===== config.mk =====
export PLATFORM = sky130hd
export DESIGN_NAME = cdb_arbiter
export DESIGN_NICKNAME = d
export VERILOG_FILES = /design/src/rtl/cdb_arbiter.sv
export SDC_FILE = /design/constraint.sdc
export NUM_CORES = 1
export LEC_CHECK = 0
export CORE_MARGIN = 10
export CORE_UTILIZATION = 50
export DETAILED_ROUTE_END_ITERATION = 16
export GPL_TIMING_DRIVEN = 0
export PLACE_DENSITY = 0.84
export RECOVER_POWER = 100
export SYNTH_ARGS = -nofsm -noshare
export SYNTH_HDL_FRONTEND = slang
export SYNTH_SLANG_ARGS = --single-unit

===== constraint.sdc =====
create_clock -name clk -period 3.3 [get_ports clk]
set_clock_uncertainty 0.1 [all_clocks]
set_input_delay 0.495 -clock clk [delete_from_list [all_inputs] [get_ports clk]]
set_output_delay 0.495 -clock clk [all_outputs]
set_load 0.005 [all_outputs]

===== src/rtl/cdb_arbiter.sv =====
// Common data bus arbiter: one holding buffer per execution unit, round-robin
// drain of one buffered result per cycle onto a registered broadcast bus.
// A mispredict flush empties every buffer and squashes the pending broadcast.
module cdb_arbiter #(
    parameter int NREQ  = 3,
    parameter int ROBBW = 5,
    parameter int PTRW  = 2
) (
    input  logic                    clk,
    input  logic                    rst,
    input  logic                    rdy,
    input  logic                    jump_wrong,
    input  logic [NREQ-1:0]         req_valid,
    input  logic [NREQ*ROBBW-1:0]   req_rob_id,
    input  logic [NREQ*32-1:0]      req_val,
    output logic [NREQ-1:0]         req_ready,
    output logic                    ex_cdb_flag,
    output logic [ROBBW-1:0]        ex_cdb_rob_id,
    output logic [31:0]             ex_cdb_val,
    output logic                    busy
);

    logic [NREQ-1:0]  buf_valid_q, buf_valid_d;
    logic [ROBBW-1:0] buf_id_q  [NREQ];
    logic [ROBBW-1:0] buf_id_d  [NREQ];
    logic [31:0]      buf_val_q [NREQ];
    logic [31:0]      buf_val_d [NREQ];
    logic [PTRW-1:0]  rr_ptr_q, rr_ptr_d;
    logic             cdb_flag_q, cdb_flag_d;
    logic [ROBBW-1:0] cdb_id_q, cdb_id_d;
    logic [31:0]      cdb_val_q, cdb_val_d;

    logic [NREQ-1:0]  grant;
    logic             gnt_found;
    logic [PTRW-1:0]  gnt_idx;

    // Position k steps after the pointer, wrapped modulo NREQ.
    function automatic logic [PTRW-1:0] wrap_idx(logic [PTRW-1:0] p, int k);
        int s;
        s = int'(p) + k;
        if (s >= NREQ) s = s - NREQ;
        return s[PTRW-1:0];
    endfunction

    // Round-robin grant: first occupied buffer at or after the pointer.
    always_comb begin
        grant     = '0;
        gnt_found = 1'b0;
        gnt_idx   = '0;
        for (int k = 0; k < NREQ; k++) begin
            if (!gnt_found && buf_valid_q[wrap_idx(rr_ptr_q, k)]) begin
                gnt_found                       = 1'b1;
                gnt_idx                         = wrap_idx(rr_ptr_q, k);
                grant[wrap_idx(rr_ptr_q, k)]    = 1'b1;
            end
        end
    end

    // A buffer can take a new result when empty or when it drains this edge.
    assign req_ready = {NREQ{rdy & ~rst & ~jump_wrong}} & (~buf_valid_q | grant);

    // Next state: flush beats stall, stall beats normal drain/accept.
    always_comb begin
        buf_valid_d = buf_valid_q;
        buf_id_d    = buf_id_q;
        buf_val_d   = buf_val_q;
        rr_ptr_d    = rr_ptr_q;
        cdb_flag_d  = cdb_flag_q;
        cdb_id_d    = cdb_id_q;
        cdb_val_d   = cdb_val_q;
        if (jump_wrong) begin
            buf_valid_d = '0;
            cdb_flag_d  = 1'b0;
            rr_ptr_d    = '0;
        end else if (rdy) begin
            if (gnt_found) begin
                cdb_flag_d           = 1'b1;
                cdb_id_d             = buf_id_q[gnt_idx];
                cdb_val_d            = buf_val_q[gnt_idx];
                buf_valid_d[gnt_idx] = 1'b0;
                rr_ptr_d = (gnt_idx == PTRW'(NREQ - 1)) ? '0 : gnt_idx + 1'b1;
            end else begin
                cdb_flag_d = 1'b0;
            end
            // Accept after drain so a same-edge reload keeps the buffer full.
            for (int i = 0; i < NREQ; i++) begin
                if (req_valid[i] && req_ready[i]) begin
                    buf_valid_d[i] = 1'b1;
                    buf_id_d[i]    = req_rob_id[i*ROBBW +: ROBBW];
                    buf_val_d[i]   = req_val[i*32 +: 32];
                end
            end
        end
    end

    // State registers with synchronous reset.
    always_ff @(posedge clk) begin
        if (rst) begin
            buf_valid_q <= '0;
            rr_ptr_q    <= '0;
            cdb_flag_q  <= 1'b0;
            cdb_id_q    <= '0;
            cdb_val_q   <= '0;
            for (int i = 0; i < NREQ; i++) begin
                buf_id_q[i]  <= '0;
                buf_val_q[i] <= '0;
            end
        end else begin
            buf_valid_q <= buf_valid_d;
            rr_ptr_q    <= rr_ptr_d;
            cdb_flag_q  <= cdb_flag_d;
            cdb_id_q    <= cdb_id_d;
            cdb_val_q   <= cdb_val_d;
            for (int i = 0; i < NREQ; i++) begin
                buf_id_q[i]  <= buf_id_d[i];
                buf_val_q[i] <= buf_val_d[i];
            end
        end
    end

    assign ex_cdb_flag   = cdb_flag_q;
    assign ex_cdb_rob_id = cdb_id_q;
    assign ex_cdb_val    = cdb_val_q;
    assign busy          = |buf_valid_q;

endmodule


# Word level (Yosys, flattened, before mapping)

Cells that the tools add are included.

Register bits after elaboration: 154
Input bits: 118
Output and inout port bits: 42
Word-level logic and storage cells: 112

Add/subtract/negate cells: 6
Magnitude comparators: 15
Eq/ne operators: 1
Mux-type cells: 41
Bitwise operators: 12
Reductions and logical operators: 24

Operators by type and width:

| cell                  | count |
|---|---|
| $bmux W32 S2          | 1 |
| $mux W32              | 2 |
| $lt A2 B3 Y1 const B  | 7 |
| $mux W2               | 10 |
| $mux W1               | 14 |
| $mux W3               | 4 |
| $reduce_and A3 Y1     | 4 |
| $bmux W5 S2           | 1 |
| $mux W5               | 2 |
| $logic_and A1 B1 Y1   | 9 |
| $or A3 B3 Y3          | 3 |
| $demux W1 S2          | 4 |
| $ge A2 B1 Y1 const B  | 4 |
| $reduce_and A2 Y1     | 4 |
| $and A3 B3 Y3         | 2 |
| $bmux W1 S2           | 3 |
| $ge A3 B2 Y1 const B  | 2 |
| $not A3 Y3            | 2 |
| $reduce_bool A2 Y1    | 3 |
| $sub A2 B2 Y2 const B | 3 |
| $add A2 B1 Y3 const B | 1 |
| $add A2 B2 Y3 const B | 1 |
| $ge A3 B3 Y1 const B  | 1 |
| $not A2 Y3            | 1 |
| 8 further kinds       | 11 |

# Logic depth before layout (Yosys ltp)

Depth after elaboration: 22
Depth in mapped cells: 11
Mapped depth without buffers: 8

# Least setup slack after synthesis

OpenSTA, ideal clock, no wires.

Path kind: reg2reg
From: reg rr_ptr_q[0]
To: reg buf_val_q[48] (netlist bit)
Setup time: 0.128 ns
Data arrival time: 2.224 ns
Required time: 3.072 ns
Setup slack: 0.848 ns
Stages on the path, launching flop included: 12
Buffers on the path: 3
Clock period less this slack: 2.452 ns
Cell sequence: dfxtp_1 > inv_1 > ha_1 > buf_2 > nor3b_1 > o21ai_1 > a311oi_1 > nand2_1 > buf_4 > buf_6 > mux2i_1 > nor2_1

Longest elaborated chain between the ends: 16
Elaborated cells on any way between the ends: 50
Those cells by class: add/sub: 5; order compare: 9; mux: 23; bitwise: 4; reduce/logical: 9

RTL lines:

| element                                                              | RTL line | text |
|---|---|---|
| from (decl)                                                          | 28       | `logic [PTRW-1:0] rr_ptr_q, rr_ptr_d;` |
| from (signal assigned)                                               | 110      | `rr_ptr_q <= rr_ptr_d;` |
| $add A2 B1 Y3 (tied with other cells)                                | 40       | `s = int'(p) + k;` |
| $ge A3 B2 Y1 (tied with other cells)                                 | 41       | `if (s >= NREQ) s = s - NREQ;` |
| $mux W2 (on tied branches)                                           | 41, 51   |  |
| $mux W2 (tied with other cells)                                      | 51       | `if (!gnt_found && buf_valid_q[wrap_idx(rr_ptr_q, k)]) begin` |
| $lt A2 B3 Y1 (not written as such) (tied with other cells)           | 54       | `grant[wrap_idx(rr_ptr_q, k)] = 1'b1;` |
| $logic_and A1 B1 Y1 (not written as such) or $mux W1 (tied branches) | 54       |  |
| $mux W1 (not written as such) or $demux W1 S2 (tied branches)        | 54       |  |
| $demux W1 S2 or $mux W3 (tied branches)                              | 54, 51   |  |
| $or A3 B3 Y3 (no line)                                               | n/a      |  |
| $mux W3                                                              | 51       |  |
| $or A3 B3 Y3 (no line)                                               | n/a      |  |
| $mux W3 *                                                            | 51       |  |
| $or A3 B3 Y3 *                                                       | 60       | `assign req_ready = {NREQ{rdy & ~rst & ~jump_wrong}} & (~buf_valid_q \| grant);` |
| $and A3 B3 Y3 *                                                      | 60       |  |
| via req_ready[1]                                                     | 16       | `output logic [NREQ-1:0] req_ready,` |
| $logic_and A1 B1 Y1 *                                                | 87       | `if (req_valid[i] && req_ready[i]) begin` |
| $reduce_and A3 Y1 (no line) *                                        | n/a      |  |
| to (signal, indexed assignment)                                      | 116      | `buf_val_q[i] <= buf_val_d[i];` |
| to (decl)                                                            | 26       | `logic [31:0] buf_val_q [NREQ];` |

Mark *: on every way through the listed nets, which the timed path passes. The rest lies on a longest branch. The select of a mux whose other input is x is not followed.
A chain may end at the register's enable or synchronous reset.

# Final worst setup path

From: reg rr_ptr_q[0]
To: out req_ready[1]

Longest elaborated chain between the ends: 14
Elaborated cells on any way between the ends: 48
Those cells by class: add/sub: 5; order compare: 9; mux: 23; bitwise: 4; reduce/logical: 7

RTL lines:

| element                                                              | RTL line |
|---|---|
| $add A2 B1 Y3 (tied with other cells)                                | 40 |
| $ge A3 B2 Y1 (tied with other cells)                                 | 41 |
| $mux W2 (on tied branches)                                           | 41, 51 |
| $mux W2 (tied with other cells)                                      | 51 |
| $lt A2 B3 Y1 (not written as such) (tied with other cells)           | 54 |
| $logic_and A1 B1 Y1 (not written as such) or $mux W1 (tied branches) | 54 |
| $mux W1 (not written as such) or $demux W1 S2 (tied branches)        | 54 |
| $demux W1 S2 or $mux W3 (tied branches)                              | 54, 51 |
| $or A3 B3 Y3 (no line)                                               | n/a |
| $mux W3                                                              | 51 |
| $or A3 B3 Y3 (no line)                                               | n/a |
| $mux W3 *                                                            | 51 |
| $or A3 B3 Y3 *                                                       | 60 |
| $and A3 B3 Y3 *                                                      | 60 |
| to (decl)                                                            | 16 |

Mark *: on every way between the ends. The rest lies on a longest branch, timed or not. The select of a mux whose other input is x is not followed.

==> results.toml <==
[outcome]
outcome = "complete, no violations"

[synthesis]
synth_warnings = 0
synth.distinct_cells = 45
synth.net_count = 793
yosys.area_share.simple_pct = 13.82
synthArstFlopShare_pct = 0
synth_xor_area_share_pct = 0
synth-adder-area-share_pct = 0.7330
synth_edf_count = 0
synth_top_family_by_area = "compound AO/OA/AOI/OAI gates"
syn_area_um2 = 6828
yosys_register_bits = 154
synth_cells = 671
avgSynthCellArea_um2 = 10.18
synth_compound_area_share_pct = 17.59
synth_ff_type = "dfxtp_1"
yosysSeqAreaShare_pct = 45.15
synth.area.mux_share_pct = 17.04
synth_top_area_share_pct = 45.15
ys_top_cells_by_area = "dfxtp_1 (45%), mux2i_1 (17%), nor2_1 (8.5%)"
synth_top_area_cell = "dfxtp_1"

[worst_setup_path]
worstPathArrival_ns = 2.59
crit_family = "buffers and inverters"
worst_setup_path_start_kind = "flip-flop"
required_ns = 2.70
critPathKind = "reg -> out"
critPathCaptureType = "output pin"
path_max_fanout = 10
critPathSlowestCell = "clkdlybuf4s50_1"
crit_path_cell_trace = "inv_1, ha_4, buf_6, nor3b_2, o21ai_0, a311oi_2, clkdlybuf4s50_1"
crit_path_max_incr_delay_ns = 0.57
crit_buf_inv = 3

[route]
drt_iter0_markers = 312
wl_um = 20210
route.detailed.drc = 0
dr.pass1.iters = 5
via_per_inst = 5.555
ant_nets = 0
wire_per_inst_um = 19.58
vias = 5733

[timing]
final-hold-violation-count = 0
fin_crit_ns = 3.188
post-route-period-util_pct = 96.59
max-slew-margin-rel_pct = 37.85
maxSlewViolCount = 0
worst_slew_pin_slew_ns = 0.9322
setup_viol = 0
setup_tns_ns = 0
grt_setup_unrepaired = "no"
timing.fmax_mhz = 313.7

[clock_network]
cts_tree = "done"
hold_buffers = 0
cts_root_buffer = "clkbuf_16"
clk_pin_slew_ns = 0.06
cts_setup_buffers = 0
clock-sinks = 154
cts_buffers = 17
clk_latency_ns = 0.42
clk_path_buf_depth = 2
htree_num_levels = 4
cts_resized = 3

[cells_and_area]
synthToLayoutAreaGrowth_pct = 33.85
num-fill-cells = 1016
drive_gt1_share_pct = 13.20
diodes = 0
nNetsFinal = 970
multi_input_area_um2 = 3338
post-route-util_pct = 68.74
seqCellArea_um2 = 3084
finalNonFillerCells = 1032

[placed_design]
portBuffers = 158
dp_cells = 1005
hpwl_um = 15050
gp_congestion = 0.8771

[global_routing]
grt_pass1_wl_um = 31580
grt_pass1_vias = 6025
overflow = 0
grt_max_degree = 17
antenna_found_initial = 0
track_usage_pct = 21.30

[power]
ir_drop_mv = 0.3843
leakage_nw = 3.622
p_per_area_nw_per_um2 = 453.4

[die]
fp-row-count = 42
fp.coreArea_um2 = 13300
fp.dieH_um = 136.9
dieArea_um2 = 18730
die_x_um = 136.9
start_util_pct = 51.36
io_pins = 160

[min_path]
min_path_type = "reg -> reg"

[flow_run]
cap_viol_max_count = 0
## cells by family (layout without fill, tap and decap cells)
logic type / Yosys count / in the layout
and+or+nand+nor: 222 / 222
buffers and inverters: 65 / 250
adders and majority gates: 4 / 4
DFF: 154 / 154
muxes: 115 / 115
AOI/OAI and AO/OA: 111 / 111
## stage by stage
stage | area (um2) | power, mW | worst slack, ns | hold slack (ns)
after floorplan | 6828 | 2.142 | 0.8485 | 0.3521
after global placement | 8630 | 2.362 | 0.3685 | 0.3631
after detailed placement | 8630 | 2.374 | 0.2908 | 0.3719
after CTS | 9181 | 4.157 | 0.02664 | 0.3809
after global routing | 9139 | 4.262 | 0.01212 | 0.3973
final | 9139 | 4.143 | 0.1125 | 0.3834
## placed cells by master, fill, tap and decap left out, types with 3 or more instances in the layout
master,n
nor2_1,155
dfxtp_1,153
clkdlybuf4s50_1,120
mux2i_1,113
nand3_1,38
dlygate4sd3_1,38
clkbuf_1,34
a221oi_2,30
a211oi_1,21
a211oi_2,18
clkbuf_16,17
nand2_1,8
buf_4,8
o21ai_0,7
a21oi_1,7
a221oi_1,7
inv_1,6
buf_6,6
buf_2,5
nor2b_1,5
nand2b_1,4
nand3b_1,3
o21a_1,3
buf_12,3
ha_1,3
clkinv_2,3
clkbuf_8,3
## synth_stat cells (all sizes together), types with 2 or more instances
master and instances:
inv 6, buf 33, o21a 3, mux2i 115, nand3 38, a211oi 39, or3 2, nor2b 5
nand2b 4, a221oi 37, nor3b 2, dfxtp 154, o21bai 2, nand2 8, ha 4, nand3b 3
clkbuf 26, a21oi 8, nor2 156, o21ai 10, or2 3, a21boi 2, o22ai 2
## area by class of cell
class	count	area share, %
multi-input cells	452	36.53
flip-flops and latches	154	33.75
repair buffers	158	17.31
clock buffers	20	5.107
plain buffers	59	3.875
well taps	176	2.410
clock inverters	7	0.7804
inverters	6	0.2464
## final timing paths
path,from,endpoint,slack [ns],cells after the start
min reg2reg,buf_val_q[84]$_SDFFE_PP0P_,ex_cdb_val[20]$_SDFFE_PP0P_,0.38,2
max,rr_ptr_q[0]$_SDFFE_PP0P_,req_ready[1],0.11,7
max reg2reg,rr_ptr_q[0]$_SDFFE_PP0P_,buf_val_q[83]$_SDFFE_PP0P_,0.17,11
min,buf_val_q[84]$_SDFFE_PP0P_,ex_cdb_val[20]$_SDFFE_PP0P_,0.38,2
## worst register-to-register path, stage by stage, from the launching register on
cell	delay [ns]
dfxtp_1	0.39
inv_1	0.11
ha_4	0.17
buf_2	0.17
nor2b_1	0.16
o22ai_1	0.13
a21boi_0	0.17
o2bb2ai_1	0.31
buf_4	0.30
clkbuf_1	0.63
mux2i_1	0.31
nor2_1	0.07
## power breakdown
part / total, mW / switching [mW] / internal (mW) / leakage [nW]
clock network: 1.81 / 0.739 / 1.08 / 0.270
logic: 0.398 / 0.175 / 0.222 / 2.11
registers: 1.93 / 0.0281 / 1.90 / 1.25
## flip-flops by register name, indices dropped and copies added, names as in the netlist
signal	flops
ex_cdb_rob_id	5
ex_cdb_flag	1
buf_val_q	96
rr_ptr_q	2
buf_id_q	15
ex_cdb_val	32
buf_valid_q	3
## per-layer routing
metal | vias to the layer above | track usage, % | share of wire (%)
met5 | - | 0 | 0
met4 | 0 | 8.021 | 2.1
met3 | 28 | 5.718 | 6.7
met2 | 194 | 36.81 | 50
li1 | 2742 | - | -
met1 | 2769 | 24.65 | 41
Power figures use the tool's default switching activity.
